==> config.mk <==
export PLATFORM = sky130hd
export DESIGN_NAME = key_debounce_multi
export DESIGN_NICKNAME = d
export VERILOG_FILES = /design/src/rtl/key_debounce_multi_pkg.sv /design/src/rtl/key_debounce_multi_ch.sv /design/src/rtl/key_debounce_multi.sv
export SDC_FILE = /design/constraint.sdc
export NUM_CORES = 1
export LEC_CHECK = 0
export CAP_MARGIN = 10
export CORE_ASPECT_RATIO = 1.5
export CORE_MARGIN = 2
export CORE_UTILIZATION = 43
export CTS_CLUSTER_DIAMETER = 40
export DETAILED_ROUTE_END_ITERATION = 10
export SLEW_MARGIN = 25
export SYNTH_ARGS = -nofsm -noshare
export SYNTH_HDL_FRONTEND = slang
export SYNTH_HIERARCHICAL = 1
export SYNTH_SLANG_ARGS = --single-unit
==> constraint.sdc <==
create_clock -name sys_clk -period 3.05 [get_ports sys_clk]
set_input_delay 0.4575 -clock sys_clk [delete_from_list [all_inputs] [get_ports sys_clk]]
set_output_delay 0.4575 -clock sys_clk [all_outputs]
set_load 0.02 [all_outputs]
==> src/rtl/key_debounce_multi_pkg.sv <==
// Shared constants for the multi-key debouncer.
// Key polarity, LED mode codes and 50 MHz defaults.
package key_debounce_multi_pkg;
  localparam logic KEY_PRESSED  = 1'b0;
  localparam logic KEY_RELEASED = 1'b1;
  localparam logic LED_LEVEL    = 1'b0;
  localparam logic LED_TOGGLE   = 1'b1;

  localparam int CNT_W  = 20;
  localparam int LONG_W = 26;

  localparam logic [CNT_W-1:0]  DEF_CNT_MAX  = 20'd999_999;
  localparam logic [LONG_W-1:0] DEF_LONG_MAX = 26'd49_999_999;
endpackage

==> src/rtl/key_debounce_multi_ch.sv <==
// One key channel: synchroniser, debounce filter,
// long-press counter and LED register.
module key_debounce_multi_ch
  import key_debounce_multi_pkg::*;
#(
  parameter logic [CNT_W-1:0]  CNT_MAX  = DEF_CNT_MAX,
  parameter logic [LONG_W-1:0] LONG_MAX = DEF_LONG_MAX,
  parameter logic              LED_MODE = LED_LEVEL
) (
  input  logic sys_clk,
  input  logic sys_rst_n,
  input  logic key_in,
  output logic key_level,
  output logic key_press,
  output logic key_release,
  output logic key_long,
  output logic led_out
);

  logic              r_sync1;
  logic              r_sync2;
  logic              r_level;
  logic [CNT_W-1:0]  r_cnt;
  logic [LONG_W-1:0] r_lcnt;
  logic              r_press;
  logic              r_rel;
  logic              r_long;
  logic              r_led;

  logic              w_diff;
  logic              w_flip;
  logic              w_level_nxt;
  logic [LONG_W-1:0] w_lcnt_nxt;

  assign w_diff      = (r_sync2 != r_level);
  assign w_flip      = w_diff && (r_cnt == CNT_MAX);
  assign w_level_nxt = w_flip ? r_sync2 : r_level;

  // press cycle counts as the first held cycle
  always_comb begin
    w_lcnt_nxt = r_lcnt;
    if (r_level == KEY_RELEASED)
      w_lcnt_nxt = '0;
    else if (r_press)
      w_lcnt_nxt = LONG_W'(1);
    else if (r_lcnt != LONG_MAX)
      w_lcnt_nxt = r_lcnt + LONG_W'(1);
  end

  always_ff @(posedge sys_clk) begin
    if (!sys_rst_n) begin
      r_sync1 <= KEY_RELEASED;
      r_sync2 <= KEY_RELEASED;
      r_level <= KEY_RELEASED;
      r_cnt   <= '0;
      r_lcnt  <= '0;
      r_press <= 1'b0;
      r_rel   <= 1'b0;
      r_long  <= 1'b0;
      r_led   <= 1'b0;
    end else begin
      r_sync1 <= key_in;
      r_sync2 <= r_sync1;
      r_level <= w_level_nxt;
      if (!w_diff || w_flip)
        r_cnt <= '0;
      else
        r_cnt <= r_cnt + CNT_W'(1);
      r_press <= w_flip && (r_sync2 == KEY_PRESSED);
      r_rel   <= w_flip && (r_sync2 == KEY_RELEASED);
      r_lcnt  <= w_lcnt_nxt;
      r_long  <= (w_lcnt_nxt == LONG_MAX)
              && (r_lcnt != LONG_MAX);
      if (LED_MODE == LED_TOGGLE)
        r_led <= r_led ^ (w_flip && (r_sync2 == KEY_PRESSED));
      else
        r_led <= ~w_level_nxt;
    end
  end

  assign key_level   = r_level;
  assign key_press   = r_press;
  assign key_release = r_rel;
  assign key_long    = r_long;
  assign led_out     = r_led;

endmodule

==> src/rtl/key_debounce_multi.sv <==
// Multi-key debouncer: KEY_NUM independent channels
// with level, press/release/long pulses and LEDs.
module key_debounce_multi
  import key_debounce_multi_pkg::*;
#(
  parameter int                KEY_NUM  = 4,
  parameter logic [CNT_W-1:0]  CNT_MAX  = DEF_CNT_MAX,
  parameter logic [LONG_W-1:0] LONG_MAX = DEF_LONG_MAX,
  parameter logic              LED_MODE = LED_LEVEL
) (
  input  logic               sys_clk,
  input  logic               sys_rst_n,
  input  logic [KEY_NUM-1:0] key_in,
  output logic [KEY_NUM-1:0] key_level,
  output logic [KEY_NUM-1:0] key_press,
  output logic [KEY_NUM-1:0] key_release,
  output logic [KEY_NUM-1:0] key_long,
  output logic [KEY_NUM-1:0] led_out
);

  for (genvar g = 0; g < KEY_NUM; g++) begin : g_ch
    key_debounce_multi_ch #(
      .CNT_MAX  (CNT_MAX),
      .LONG_MAX (LONG_MAX),
      .LED_MODE (LED_MODE)
    ) u_ch (
      .sys_clk     (sys_clk),
      .sys_rst_n   (sys_rst_n),
      .key_in      (key_in[g]),
      .key_level   (key_level[g]),
      .key_press   (key_press[g]),
      .key_release (key_release[g]),
      .key_long    (key_long[g]),
      .led_out     (led_out[g])
    );
  end

endmodule

==> results of run 1 <==
-- flip-flops by register name, indices dropped and copies added (netlist names) --
signal                 cells
g_ch.u_ch/r_lcnt         104
g_ch.u_ch/r_sync2          4
g_ch.u_ch/key_long         4
g_ch.u_ch/key_level        4
g_ch.u_ch/r_sync1          4
g_ch.u_ch/key_press        4
g_ch.u_ch/r_cnt           80
g_ch.u_ch/led_out          4
g_ch.u_ch/key_release      4
-- routing by layer --
metal  track usage [%]  part of all wire (%)  vias up  wire length, µm
li1                  -                     -     4067                -
met1             20.64                    44     3663             9172
met2             31.76                    50      112            10470
met3             2.628                   3.1       50              638
met4             6.382                   3.0        0              632
met5                 0                     0        -                0
-- how the worst max path moves through the flow --
stage | endpoint | depth (start not counted)
final | g_ch[0].u_ch/key_long | 6
after global routing | g_ch[0].u_ch/key_long | 6
after CTS | g_ch[0].u_ch/key_long | 8
after detailed placement | g_ch[1].u_ch/key_long | 7
after global placement | g_ch[1].u_ch/key_long | 7
after floorplan | g_ch[0].u_ch/key_long | 8
-- through the flow --
stage | cell area (µm²) | hold WS, ns | setup WS, ns | setup TNS [ns] | util, %
after detailed placement | 10420 | 0.3965 | -0.05212 | -0.07117 | 46.56
after global routing | 11350 | 0.4309 | 0.2772 | 0 | 50.71
final | 11350 | 0.4084 | 0.4616 | 0 | 50.71
after floorplan | 9847 | 0.3863 | 0.7635 | 0 | -
after CTS | 11350 | 0.4123 | 0.4999 | 0 | 50.71
after global placement | 10420 | 0.3938 | 0.08579 | 0 | 46.56
-- final cells by class --
| cell class | instances | area share (%) |
|---|---|---|
| flip-flops and latches | 212 | 37.39 |
| repair buffers | 41 | 3.263 |
| clock buffers | 34 | 6.735 |
| clock inverters | 17 | 1.455 |
| well taps | 276 | 3.042 |
| multi-input cells | 871 | 47.62 |
| inverters | 15 | 0.4960 |
-- power breakdown --
group          internal, mW  total (mW)  switching [mW]
clock                  1.96        3.19            1.23
combinational        0.0164      0.0385          0.0221
sequential             2.78        2.78         0.00465
-- layout by cell type (no fill, tap or decap), drive strengths merged, types with 15 or more instances in the layout --
cell type,n
dfxtp,212
clkdlybuf4s50,25
nor2,175
o21ai,15
and3,48
nand3,65
and4,26
nor4,27
a21oi,26
and2,20
clkbuf,34
xnor2,64
nand4,56
nand2,83
xor2,88
nor3,26
buf,16
or3,21
inv,17
-- logic make-up after synthesis --
family                   Yosys count  synth area share, %
flip-flops                       212                43.10
AO/OA/AOI/OAI                     97                6.417
XOR/XNOR                         152                13.52
multiplexers                       5               0.5083
AND/OR/NAND/NOR                  609                33.43
adder cells (fa/ha/maj)            8                1.017
buffers and inverters             44                2.008
==> impl_metrics.tcl, run 1 <==
set metrics [dict create \
    outcome "complete, no violations" \
    p_leak_nw 3.759 \
    nFillCells 2119 \
    rsz0062_at_grt "no" \
    ys_seq_area_share_pct 43.10 \
    die_w_um 127.6 \
    vias 7892 \
    gp_congestion 0.8491 \
    antenna_found_initial 0 \
    cpMaxStageDelayCell "or4_1" \
    worstSkewPairLatency_ns 0.53 \
    syn2layout_area_growth_pct 15.27 \
    drt_iter0_drc 372 \
    ctsHoldBuffers 0 \
    multiInputGateArea_um2 5405 \
    max_freq_mhz 386.3 \
    grt_pass1_wl_um 35960 \
    cp.required_ns 3.50 \
    synth_fp_nets 1141 \
    synth_area_leaders "dfxtp_1 43%, xor2_1 7.8%, nor2_1 6.6%, xnor2_1 5.7%, nand4_1 3.4%" \
    setup_viol 0 \
    crit_type "flip-flop to flip-flop" \
    viasPerCell 5.383 \
    dieArea_um2 24150 \
    ys_types 57 \
    first_pass_iters 4 \
    core-area_um2 22380 \
    path_clk_slew_ns 0.06 \
    htree_levels 1 \
    hold_path.class "flip-flop to flip-flop" \
    syn_area_um2 9847 \
    hold_path_end "g_ch[3].u_ch/r_sync2" \
    drive_gt1_share_pct 8.067 \
    cp_data_arrival_time_ns 3.04 \
    layout.cells.non_filler 1466 \
    ios 26 \
    worstHoldStart "g_ch[3].u_ch/r_sync1" \
    cts_root_buffer "clkbuf_16" \
    period_minus_slack_ns 2.588 \
    drc_errors 0 \
    peakVddDrop_v 0.0004824 \
    finalHoldViolations 0 \
    synthTopCellsByCount "212 x dfxtp_1, 172 x nor2_1, 88 x xor2_1, 82 x nand2_1, 65 x nand3_1" \
    synth_edf_count 0 \
    end_kind "flip-flop" \
    synth_top_area_share_pct 43.10 \
    worstReg2RegEnd "g_ch[0].u_ch/key_long" \
    antenna_left 0 \
    synth_area_per_cell_um2 8.737 \
    diodes 0 \
    rrSetupSlack_ns 0.46 \
    dp_hpwl_um 14630 \
    synth.most_common_cell "dfxtp_1" \
    worst_setup_path_start_kind "flip-flop" \
    crit_family "simple AND/OR/NAND/NOR gates" \
    cts_resized 0 \
    yosys.area.top_type "dfxtp_1" \
    worst-r2r-cell-count 6 \
    grt_pass1_vias 7692 \
    max_cap_violations 0 \
    synth_cells 1127 \
    worstMarginPinSlew_ns 0.7559 \
    ys_async_sr_fraction_pct 0 \
    wl_per_cell_um 14.26 \
    cellPowerDensity_nw_per_um2 529.7 \
    die_h_um 189.3 \
    cts_setup_buffers 0 \
    cts.sinks 212 \
    slowest_delay_ns 0.61 \
    yosys_warnings 6 \
    cp_num_buf_inv 0 \
    crit_chain "ha_1 > nand4_1 > nor2_1 > a41oi_1 > or4_1 > nor4_2" \
    post-route-period-util_pct 84.86 \
    timing.rr.start "g_ch[0].u_ch/r_lcnt[0]" \
    start_util_pct 43.99 \
    port_buffers 25 \
    skew_ns 0.008080 \
    rows 67 \
    finalPower_mw 6.013 \
    synth_top_flop_cell "dfxtp_1" \
    min_path_cells 1 \
    grt_max_degree 26 \
    final_nets 1183 \
    routed_wl_um 20910 \
    seqCellArea_um2 4244 \
    dpl.cell_count 1415 \
    cts_made_buffers 28 \
    grt_util_all_layers_pct 17.49 \
    clk_path_buf_depth 3 \
    crit_fanout 7 \
    overflow 0 \
    crit_start "g_ch[0].u_ch/r_lcnt[0]" \
    relSlewSlack_pct 49.46 \
    cts_tree "built" \
    ys_ff_latch 212 \
    drv_slew 0 \
]
Power figures use the tool's default switching activity.
==> inputs of run 2 (changes only) <==
==> constraint.sdc (replaced) <==
create_clock -name sys_clk -period 2.7 [get_ports sys_clk]
set_input_delay 0.405 -clock sys_clk [delete_from_list [all_inputs] [get_ports sys_clk]]
set_output_delay 0.405 -clock sys_clk [all_outputs]
set_load 0.02 [all_outputs]
==> run 2 against run 1 <==
Final area increased by 1.8%; sequential cell count did not move; cell count is 1.4% higher; global-route usage rose by 0.33 points; maximum frequency up 7.2%; sequential share of layout area is 0.67 points lower; clock power up 22%; via count grew 2.2%; critical path depth stayed put; hold slack lost 0.0037 ns; count of clock-buffer cells in the layout did not move; highest routed layer unchanged.
==> impl_metrics.tcl, run 2 (synthesis gave the netlist of run 1 again) <==
set metrics [dict create \
    grt_max_degree 26 \
    peakVddDrop_v 0.0004778 \
    outcome "complete, no violations" \
    ios 26 \
    cts_setup_buffers 0 \
    power_frac_clock_pct 54.9 \
    hold_ws_ns 0.4047 \
    drc_errors 0 \
    cts_resized 0 \
    timing.rr.start "g_ch[2].u_ch/r_lcnt[11]" \
    period_minus_slack_ns 2.414 \
    first_pass_iters 7 \
    antenna_left 0 \
    finalHoldViolations 0 \
    cts_tree "built" \
    worstReg2RegEnd "g_ch[2].u_ch/key_long" \
    end_kind "flip-flop" \
    drt_iter0_drc 417 \
    p_sw_mw 1.555 \
    path_clk_slew_ns 0.06 \
    hold_path_end "g_ch[3].u_ch/r_sync2" \
    worst-r2r-cell-count 6 \
    crit_family "simple AND/OR/NAND/NOR gates" \
    die_h_um 189.3 \
    max_freq_mhz 414.3 \
    grt_pass1_vias 7810 \
    rsz0062_at_grt "no" \
    port_buffers 25 \
    cts.sinks 212 \
    regMostFlops "g_ch.u_ch/r_lcnt" \
    p_int_mw 5.511 \
    dp_hpwl_um 15060 \
    worstHoldStart "g_ch[3].u_ch/r_sync1" \
    overflow 0 \
    p_comb_share_pct 0.6 \
    wl_per_cell_um 14.44 \
    drive_gt1_share_pct 9.669 \
    pre_cts_ws_ns -0.1317 \
    syn2layout_area_growth_pct 17.37 \
    rows 67 \
    crit_type "flip-flop to flip-flop" \
    cp_common_cell "nor4_2" \
    post-route-period-util_pct 89.39 \
    diodes 0 \
    routed_wl_um 21460 \
    gp_congestion 0.8684 \
    cp_data_arrival_time_ns 2.86 \
    setup_viol 0 \
    skew_ns 0.008025 \
    dpl.cell_count 1431 \
    ctsHoldBuffers 0 \
    cts_root_buffer "clkbuf_16" \
    crit_start "g_ch[2].u_ch/r_lcnt[11]" \
    cp_num_buf_inv 0 \
    reg_top3 "g_ch.u_ch/r_lcnt: 104 flops, g_ch.u_ch/r_cnt: 80 flops" \
    cp.required_ns 3.15 \
    max_cap_violations 0 \
    grt_pass1_wl_um 36600 \
    worst_setup_path_start_kind "flip-flop" \
    antenna_found_initial 0 \
    final_util_pct 51.64 \
    finalPower_mw 7.066 \
    nFillCells 2118 \
    seqCellArea_um2 4244 \
    multiInputGateArea_um2 5405 \
    cts_made_buffers 30 \
    final_common_cell "dfxtp_1" \
    drv_slew 0 \
    clk_path_buf_depth 3 \
    grt_util_all_layers_pct 17.82 \
    hold_path.class "flip-flop to flip-flop" \
    vias 8064 \
    largest_reg_flops 104 \
    start_util_pct 43.99 \
    setup_ws_ns 0.2864 \
    rrSetupSlack_ns 0.29 \
    crit_fanout 6 \
    die_w_um 127.6 \
    core-area_um2 22380 \
    worstMarginPinSlew_ns 0.5256 \
    p_leak_nw 3.876 \
    switching_share_pct 22.01 \
    cpMaxStageDelayCell "or4b_1" \
    layout_common_cells "212 x dfxtp_1, 172 x nor2_1, 88 x xor2_1, 82 x nand2_1, 65 x nand3_1" \
    cellPowerDensity_nw_per_um2 611.4 \
    worstSkewPairLatency_ns 0.54 \
    slowest_delay_ns 0.56 \
    relSlewSlack_pct 64.69 \
    sequentialPowerShare_pct 44.5 \
    viasPerCell 5.427 \
    layout.cells.non_filler 1486 \
    dieArea_um2 24150 \
    htree_levels 1 \
    min_path_cells 1 \
    crit_chain "or4b_1 > nor4_2 > and3_1 > nor2_2 > or4_4 > nor4_2" \
    final_nets 1201 \
]
## run 2: changes by cell type in the layout (fill, tap and decap cells not counted), moves of 2 or more
cell,delta
buf_4,+16
clkbuf_16,+2
clkinv_2,-2
inv_8,+2
## run 2: final cells by class
cell class | count | area share [%]
well taps | 276 | 2.988
repair buffers | 57 | 4.244
multi-input cells | 871 | 46.77
clock buffers | 34 | 6.896
flip-flops and latches | 212 | 36.72
inverters | 15 | 0.4872
clock inverters | 21 | 1.895
## run 2: metal layers
layer | wire length (µm) | global-route usage, % | vias up
met5 | 0 | 0 | -
met4 | 560 | 6.213 | 0
met3 | 710 | 2.713 | 39
met2 | 11010 | 32.74 | 126
met1 | 9179 | 20.80 | 3790
li1 | - | - | 4109
## run 2: worst max-delay path by stage
| stage | endpoint | slack [ns] | cells past startpoint |
|---|---|---|---|
| after CTS | g_ch[3].u_ch/key_long | 0.27 | 6 |
| after detailed placement | g_ch[1].u_ch/key_long | -0.13 | 8 |
| final | g_ch[2].u_ch/key_long | 0.29 | 6 |
| after global routing | g_ch[3].u_ch/key_long | 0.1 | 6 |
| after global placement | g_ch[1].u_ch/key_long | -0.08 | 8 |
| after floorplan | g_ch[0].u_ch/key_long | 0.41 | 8 |
## run 2: metrics by stage
stage                     TNS, ns  cell area (µm²)
final                           0            11560
after floorplan                 0             9847
after CTS                       0            11560
after global placement    -0.2171            10540
after global routing            0            11560
after detailed placement  -0.2850            10540
## run 2: power by group through the flow
stage,Combinational (mW),Sequential (mW),Clock [mW]
final,0.0438,3.14,3.88
after global routing,0.0496,3.14,4.13
after CTS,0.0452,3.14,3.99
after detailed placement,0.0451,3.21,0
after global placement,0.0451,3.21,0
after floorplan,0.0186,3.21,0
